===== src/rtl/fifo_pkg.sv =====
// Shared constants for the asynchronous FIFO and its read-side drain controller.
package fifo_pkg;

  localparam int WD         = 40;
  localparam int CW         = 16;
  localparam int SKID_DEPTH = 2;

  typedef logic [1:0] occ_t;

  // Occupancy arithmetic, widened to 3 bits so that add/sub never wraps.
  function automatic logic [2:0] occ_sum(input occ_t occ, input logic add, input logic sub);
    return 3'(occ) + 3'(add) - 3'(sub);
  endfunction

endpackage


===== src/rtl/fifo_rd_drain_if.sv =====
// Valid/ready output stream of the read-side drain controller.
interface fifo_rd_drain_if import fifo_pkg::*; #(parameter int wd = WD) ();

  logic          m_valid;
  logic [wd-1:0] m_data;
  logic          m_ready;

  modport master (output m_valid, output m_data, input m_ready);
  modport slave  (input m_valid, input m_data, output m_ready);

endinterface


===== src/rtl/fifo_rd_skid.sv =====
// Two-entry output buffer: absorbs words arriving one cycle after each FIFO
// read so that a stalled sink never causes a popped word to be lost.
module fifo_rd_skid import fifo_pkg::*; #(
  parameter int wd = WD
) (
  input  logic          clk,
  input  logic          rst_n,
  input  logic          wr_valid,
  input  logic [wd-1:0] wr_data,
  output logic          valid,
  output logic [wd-1:0] data,
  input  logic          ready,
  output occ_t          occ
);

  logic          pop;
  logic [2:0]    occ_next;
  occ_t          slot;
  logic [wd-1:0] buf0, buf1;
  logic [wd-1:0] buf0_next, buf1_next;

  assign pop      = valid & ready;
  assign occ_next = occ_sum(occ, wr_valid, pop);
  // Slot index after any pop this cycle; the head has already moved forward.
  assign slot     = occ - occ_t'(pop);

  // Next buffer contents: shift on pop, then place the captured word.
  always_comb begin
    buf0_next = buf0;
    buf1_next = buf1;
    if (pop) begin
      buf0_next = buf1;
    end
    if (wr_valid) begin
      if (slot == 2'd0) begin
        buf0_next = wr_data;
      end else begin
        buf1_next = wr_data;
      end
    end
  end

  // Buffer and occupancy registers; reset is asserted high.
  always_ff @(posedge clk or posedge rst_n) begin
    if (rst_n) begin
      occ  <= '0;
      buf0 <= '0;
      buf1 <= '0;
    end else begin
      occ  <= occ_next[1:0];
      buf0 <= buf0_next;
      buf1 <= buf1_next;
    end
  end

  assign valid = (occ != 2'd0);
  assign data  = buf0;

  // The issue rule upstream keeps occupancy within the buffer depth.
  occ_no_overflow: assert property (@(posedge clk) disable iff (rst_n)
    occ_next <= 3'(SKID_DEPTH));

endmodule


===== src/rtl/fifo_rd_drain.sv =====
// Read-side controller for the asynchronous FIFO, in the read-clock domain.
// Issues reads, absorbs the one-cycle read latency and delivers a valid/ready
// stream; also counts delivered words.
module fifo_rd_drain import fifo_pkg::*; #(
  parameter int wd = WD,
  parameter int cw = CW
) (
  input  logic             clk,
  input  logic             rst_n,
  input  logic             enable,
  input  logic             fifo_empty,
  output logic             fifo_rd_en,
  input  logic [wd-1:0]    fifo_rdata,
  fifo_rd_drain_if.master  m,
  output logic [cw-1:0]    word_cnt
);

  logic       pend;
  logic       pop;
  occ_t       occ;
  logic [2:0] committed;

  assign pop       = m.m_valid & m.m_ready;
  // Words buffered plus the one in flight, after this cycle's pop.
  assign committed = occ_sum(occ, pend, pop);
  assign fifo_rd_en = ~rst_n & enable & ~fifo_empty & (committed < 3'(SKID_DEPTH));

  // A read issued this cycle returns data next cycle.
  always_ff @(posedge clk or posedge rst_n) begin
    if (rst_n) begin
      pend <= 1'b0;
    end else begin
      pend <= fifo_rd_en;
    end
  end

  // Delivered-word counter, wrapping.
  always_ff @(posedge clk or posedge rst_n) begin
    if (rst_n) begin
      word_cnt <= '0;
    end else if (pop) begin
      word_cnt <= word_cnt + cw'(1);
    end
  end

  fifo_rd_skid #(.wd(wd)) u_skid (
    .clk      (clk),
    .rst_n    (rst_n),
    .wr_valid (pend),
    .wr_data  (fifo_rdata),
    .valid    (m.m_valid),
    .data     (m.m_data),
    .ready    (m.m_ready),
    .occ      (occ)
  );

endmodule

===== src/flat_wrapper.sv =====
// flat-port wrapper written by rule: the top's interface ports become plain ports
module fifo_rd_drain_flat import fifo_pkg::*;
#(
  parameter int wd = WD,
  parameter int cw = CW
)
  (clk, rst_n, enable, fifo_empty, fifo_rd_en, fifo_rdata, word_cnt, m_m_valid, m_m_data, m_m_ready);
  fifo_rd_drain_if #(.wd(wd)) m_i ();
  input  logic clk;
  input  logic rst_n;
  input  logic enable;
  input  logic fifo_empty;
  output logic fifo_rd_en;
  input  logic [wd-1:0] fifo_rdata;
  output logic [cw-1:0] word_cnt;
  output wire logic [$bits(m_i.m_valid)-1:0] m_m_valid;
  output wire logic [$bits(m_i.m_data)-1:0] m_m_data;
  input wire logic [$bits(m_i.m_ready)-1:0] m_m_ready;
  assign m_m_valid = m_i.m_valid;
  assign m_m_data = m_i.m_data;
  assign m_i.m_ready = m_m_ready;
  fifo_rd_drain #(.wd(wd), .cw(cw)) u_core (.clk(clk), .rst_n(rst_n), .enable(enable), .fifo_empty(fifo_empty), .fifo_rd_en(fifo_rd_en), .fifo_rdata(fifo_rdata), .m(m_i), .word_cnt(word_cnt));
endmodule

===== config.mk =====
export PLATFORM = sky130hd
export DESIGN_NAME = fifo_rd_drain_flat
export DESIGN_NICKNAME = d
export VERILOG_FILES = /design/src/rtl/fifo_pkg.sv /design/src/rtl/fifo_rd_drain_if.sv /design/src/rtl/fifo_rd_skid.sv /design/src/rtl/fifo_rd_drain.sv /design/src/flat_wrapper.sv
export SDC_FILE = /design/constraint.sdc
export NUM_CORES = 1
export LEC_CHECK = 0
export ABC_CLOCK_PERIOD_IN_PS = 2500
export BUFFER_PORTS_ARGS = -buffer_cell sky130_fd_sc_hd__buf_4
export CAP_MARGIN = 20
export CORE_MARGIN = 2
export CORE_UTILIZATION = 41
export DETAILED_ROUTE_END_ITERATION = 6
export PLACE_DENSITY = 0.69
export RECOVER_POWER = 50
export SKIP_CTS_REPAIR_TIMING = 1
export SYNTH_ARGS = -nofsm -noshare
export SYNTH_HDL_FRONTEND = slang
export SYNTH_SLANG_ARGS = --single-unit

===== constraint.sdc =====
create_clock -name clk -period 2.5 [get_ports clk]
set_input_delay 0.125 -clock clk [delete_from_list [all_inputs] [get_ports clk]]
set_output_delay 0.125 -clock clk [all_outputs]
set_load 0.05 [all_outputs]

* After elaboration in Yosys (flattened, before gate mapping)
Cells that the tools add are included.
Word-level totals: register bits 99, input bits 45, word-level logic and storage cells 23
Cells by class: $add $sub $neg 4, order comparisons 1, muxes and demuxes 3, bitwise gates (word level) 7, reduce and logical (&&, ||, !) cells 3
Operators with widths (number):
- 2-to-1 mux 40 bit | 3
- adder 16 x 1 -> 16 bit (second input constant) | 1
- AND 1 bit | 4
- adder 2 x 1 -> 3 bit | 1
- less-than comparator 3 x 2 -> 1 bit (second input constant) | 1
- NOT 1 bit | 3
- subtractor 3 x 1 -> 3 bit | 1
- logical NOT 2 bit | 1
- AND reduction 2 bit | 1
- nonzero test 2 bit | 1
- subtractor 2 x 1 -> 2 bit | 1

* Logic depth before layout (Yosys ltp)
word-level depth 6, depth in mapped cells 10, depth with buffers taken out 7

* Cells and area by module
Synthesis repeated with hierarchy kept, for this count alone.
Unflattened totals: cells, all modules 297, area, all modules 4564.4 sq um
By module, submodules not included:
- fifo_rd_skid | instances 1, cells an instance 226, area an instance 3738.6 sq um, sequential area each 2052.0 sq um
- fifo_rd_drain | instances 1, cells an instance 71, area an instance 825.8 sq um, sequential area each 425.4 sq um

* Worst setup path before layout
No wires, ideal clock.
path type input port to flip-flop, from input rst_n, to register u_core.pend, library setup time 0.173 ns, arrival time 2.992 ns, data required time 2.327 ns, path slack -0.665 ns, stages on the path 2, path buffers 0, path through inv_1 and4_1
Between the ends: cells in the longest elaborated chain, start to end 4
Ends and longest elaborated chain:
- start, declared | line flat_wrapper.sv:10 | input logic rst_n;
- NOT 1 bit | line fifo_rd_drain.sv:26 | assign fifo_rd_en = ~rst_n & enable & ~fifo_empty & (committed < 3'(SKID_DEPTH));
- AND 1 bit (3 in a row) | line fifo_rd_drain.sv:26
- named net fifo_rd_en | line flat_wrapper.sv:13 | output logic fifo_rd_en;
- end signal, assigned | line fifo_rd_drain.sv:33 | pend <= fifo_rd_en;
- end, declared | line fifo_rd_drain.sv:18 | logic pend;
The timed path passes the listed nets, and every way through them passes these cells. A chain may end at the register's enable or synchronous reset.

* Worst setup path after layout
from register u_core.u_skid.occ[1], to output fifo_rd_en
Between the ends: cells in the longest elaborated chain, start to end 5, elaborated cells between the ends (all ways) 6
Ends and longest elaborated chain:
- start, declared | line fifo_rd_skid.sv:13 | output occ_t occ
- start signal, assigned | line fifo_rd_skid.sv:50 | occ <= occ_next[1:0];
- branches (longest 2 deep; another with adder 2 x 1 -> 3 bit)
- subtractor 3 x 1 -> 3 bit (*)
- named net u_core.committed[1] | line fifo_rd_drain.sv:21 | logic [2:0] committed;
- less-than comparator 3 x 2 -> 1 bit (*) | line fifo_rd_drain.sv:26
- AND 1 bit (*) | line fifo_rd_drain.sv:26
- end, declared | line flat_wrapper.sv:13
Mark *: on every way through the listed nets, which the timed path passes.

==> flow_summary.toml <==
[setup_path]
critPathLaunchType = "flop"
critical_path.endpoint_type = "primary output"
r2r-end = "u_core.pend$_DFF_PP0_"
r2r_setup_slack_ns = 0.51
cp_data_arrival_time_ns = 2.33
crit_path_max_fanout = 3
crit_type = "reg -> out"
cp_data_required_time_ns = 2.38
r2r_cells = 8
reg2reg_from = "u_core.u_skid.occ[0]$_DFF_PP0_"

[pwr]
pwr-share-comb_pct = 46.3
power_frac_seq_pct = 37.4
vdd_drop_max_v = 0.000616
sw_frac_of_total_pct = 41.7
p_int_mw = 4.13
switchingPower_mw = 2.95
finalPower_mw = 7.08
power.density_nw_per_um2 = 1210
p_clk_share_pct = 16.2
leakage_nw = 2.83

[timing]
worstMarginPinSlew_ns = 0.512
setup_viol = 0
rsz0062_at_grt = "true"
fin_setup_tns_ns = 0
hold_slack_ns = -0.0188
fin_skew_ns = 0.0153
fin_crit_sh_pct = 98.3
hold_viol = 3
drv_slew = 0
period_needed_ns = 2.46
slew_headroom_pct = 65.9
fmax_mhz = 407

[worst_hold_path]
min_to = "u_core.u_skid.data[29]$_DFF_PP0_"
min_path_cells = 3
hp-start = "fifo_rdata[29]"
hp-class = "in -> reg"

[cells_and_area]
diodes = 0
regArea_um2 = 2480
nFillCells = 793
multi_input_area_um2 = 1680
fin_nets = 534
design_area_um2 = 5860
area_growth_pct = 39.7
fin_cells = 624
drive_above_1_share_pct = 37.9

[placed_design]
gp_congestion = 0.751
placed_cells = 562
port_buffers = 102
hpwl_um = 5570
placed_area_um2 = 5150

[logic_synthesis]
syn_nets = 387
synth-main-ff-cell = "dfrtp_1"
synth_seq_cells = 99
syn_area_per_cell_um2 = 12.4
syn_inst = 339
synth_edf_count = 0
yosys_warnings = 0
syn-cell-area_um2 = 4190
yosys.cell_types.count = 30
seq_area_frac_synth_pct = 59.1
async_flop_share_pct = 100

[clock_tree]
cts_max_path_buffers = 2
cts_root_buf = "clkbuf_8"
cts.clk_slew.worst_paths_ns = 0.09
cts.htree.levels = 3
cts_tree = "built"
numCtsBuffers = 9
worst_skew_pair.late_latency_ns = 0.36
numClockSinks = 99

[run_status]
outcome = "finished with violations"
violations = "hold timing"

[routing]
drtAntennaViolNets = 0
wire_per_inst_um = 14.7
drt-total-wl_um = 9170
vias = 3029
dr.pass1.iters = 4
drc = 0
drtIter0Drc = 108
avgViaCountPerCell = 4.85

[die]
fp.dieW_um = 105
chipHeight_um = 105
dieArea_um2 = 11100
io_pins = 103
coreArea_um2 = 9860
initial_utilization_pct = 42.5
num_rows = 36

[global_routing]
grt_overflow = 0
grt_pass1_wl_um = 14100
grt_pass1_vias = 2809
grt_max_degree = 100
grt_use_total_pct = 16.0
grt_antenna_before_repair = 0

[flow_run]
cap_violations = 0
-- cells by family after synthesis --
kind of cell,count (synthesis),synth area share [%]
adders and majority gates,3,1.07
muxes,80,20.3
AOI/OAI and AO/OA,43,5.19
DFF,99,59.1
xor gates and xnor gates,16,3.52
buffers and inverters,22,2.51
and+or+nand+nor,76,8.33
-- cells in the final DEF (no fill, tap or decap), drive strengths merged, types with 2 or more instances in the layout --
| cell | synthesis | routed |
|---|---|---|
| buf | 10 | 115 |
| bufinv | 0 | 2 |
| clkbuf | 8 | 12 |
| clkinvlp | 0 | 3 |
| dfrtp | 99 | 99 |
| dlygate4sd3 | 0 | 38 |
| ha | 2 | 2 |
| inv | 4 | 4 |
| mux2 | 40 | 40 |
| mux2i | 40 | 40 |
| nand2 | 52 | 52 |
| nand3 | 3 | 3 |
| nand4 | 5 | 5 |
| nor2 | 5 | 5 |
| nor3 | 2 | 2 |
| o21ai | 42 | 42 |
| or2 | 2 | 2 |
| xnor2 | 11 | 11 |
| xor2 | 5 | 5 |
-- metal layers --
layer / part of all wire (%) / track usage, %
met4: 1.5 / 5.71
met1: 44 / 21.7
met3: 4.5 / 4.30
met2: 50 / 24.8
met5: 0 / 0
-- power by group through the flow --
| stage | logic [mW] | clock network (mW) | registers [mW] |
|---|---|---|---|
| global route | 3.49 | 1.26 | 2.74 |
| CTS | 3.10 | 1.19 | 2.65 |
| finish | 3.28 | 1.15 | 2.65 |
| global placement | 3.03 | 0 | 2.64 |
| detailed placement | 3.10 | 0 | 2.67 |
| floorplan | 1.07 | 0 | 3.74 |
-- synth_stat cells (2+ instances only) --
| master | count | area, um^2 |
|---|---|---|
| inv_1 | 4 | 15.0 |
| clkbuf_1 | 8 | 30.0 |
| mux2i_1 | 40 | 400 |
| xor2_1 | 5 | 43.8 |
| xnor2_1 | 10 | 87.6 |
| mux2_2 | 40 | 450 |
| nor3_1 | 2 | 10.0 |
| nand3_1 | 2 | 10.0 |
| buf_2 | 6 | 30.0 |
| o21ai_0 | 41 | 205 |
| buf_4 | 4 | 30.0 |
| ha_1 | 2 | 25.0 |
| nand2_1 | 52 | 195 |
| dfrtp_1 | 99 | 2480 |
| nand4_1 | 5 | 31.3 |
| nor2_1 | 5 | 18.8 |
-- stage by stage --
step                setup WS, ns  utilization [%]  hold slack, ns
floorplan                 0.0257                -           0.242
global placement           0.388             52.2           0.334
detailed placement         0.297             52.2           0.343
CTS                       -0.112             54.5         -0.0508
global route             -0.0664             59.4      -0.0000595
finish                    0.0426             59.4         -0.0188
-- final cells by class --
cell class / count / share of cell area [%]
sequential: 99 / 42.3
multi-input combinational: 218 / 28.6
timing repair buffer: 154 / 22.1
tap: 133 / 2.84
clock buffer: 11 / 2.41
clock inverter: 5 / 1.43
inverter: 4 / 0.320
-- critical path, stage by stage, from the launching register on --
cell	delay [ns]
dfrtp_1	0.42
buf_6	0.14
o21ai_4	0.18
nand2_2	0.09
nand2_4	0.08
ha_4	0.13
fa_1	0.45
nor2_1	0.11
and4_1	0.21
buf_6	0.17
-- how the worst max path moves through the flow --
stage / from / to / slack (ns) / cells after the start
floorplan: rst_n / u_core.pend$_DFF_PP0_ / 0.03 / 2
global placement: u_core.u_skid.occ[0]$_DFF_PP0_ / fifo_rd_en / 0.39 / 8
detailed placement: u_core.u_skid.occ[0]$_DFF_PP0_ / fifo_rd_en / 0.30 / 8
CTS: u_core.u_skid.occ[0]$_DFF_PP0_ / fifo_rd_en / -0.11 / 8
global route: u_core.u_skid.occ[1]$_DFF_PP0_ / fifo_rd_en / -0.07 / 9
finish: u_core.u_skid.occ[1]$_DFF_PP0_ / fifo_rd_en / 0.04 / 9
-- sequential cells by signal (all words and copies together) (netlist names) --
signal,cells
u_core.pend,1
u_core.u_skid.data,40
u_core.u_skid.occ,2
u_core.word_cnt,16
u_core.u_skid.buf1,40
No activity file was read; power rests on OpenSTA's default activity.
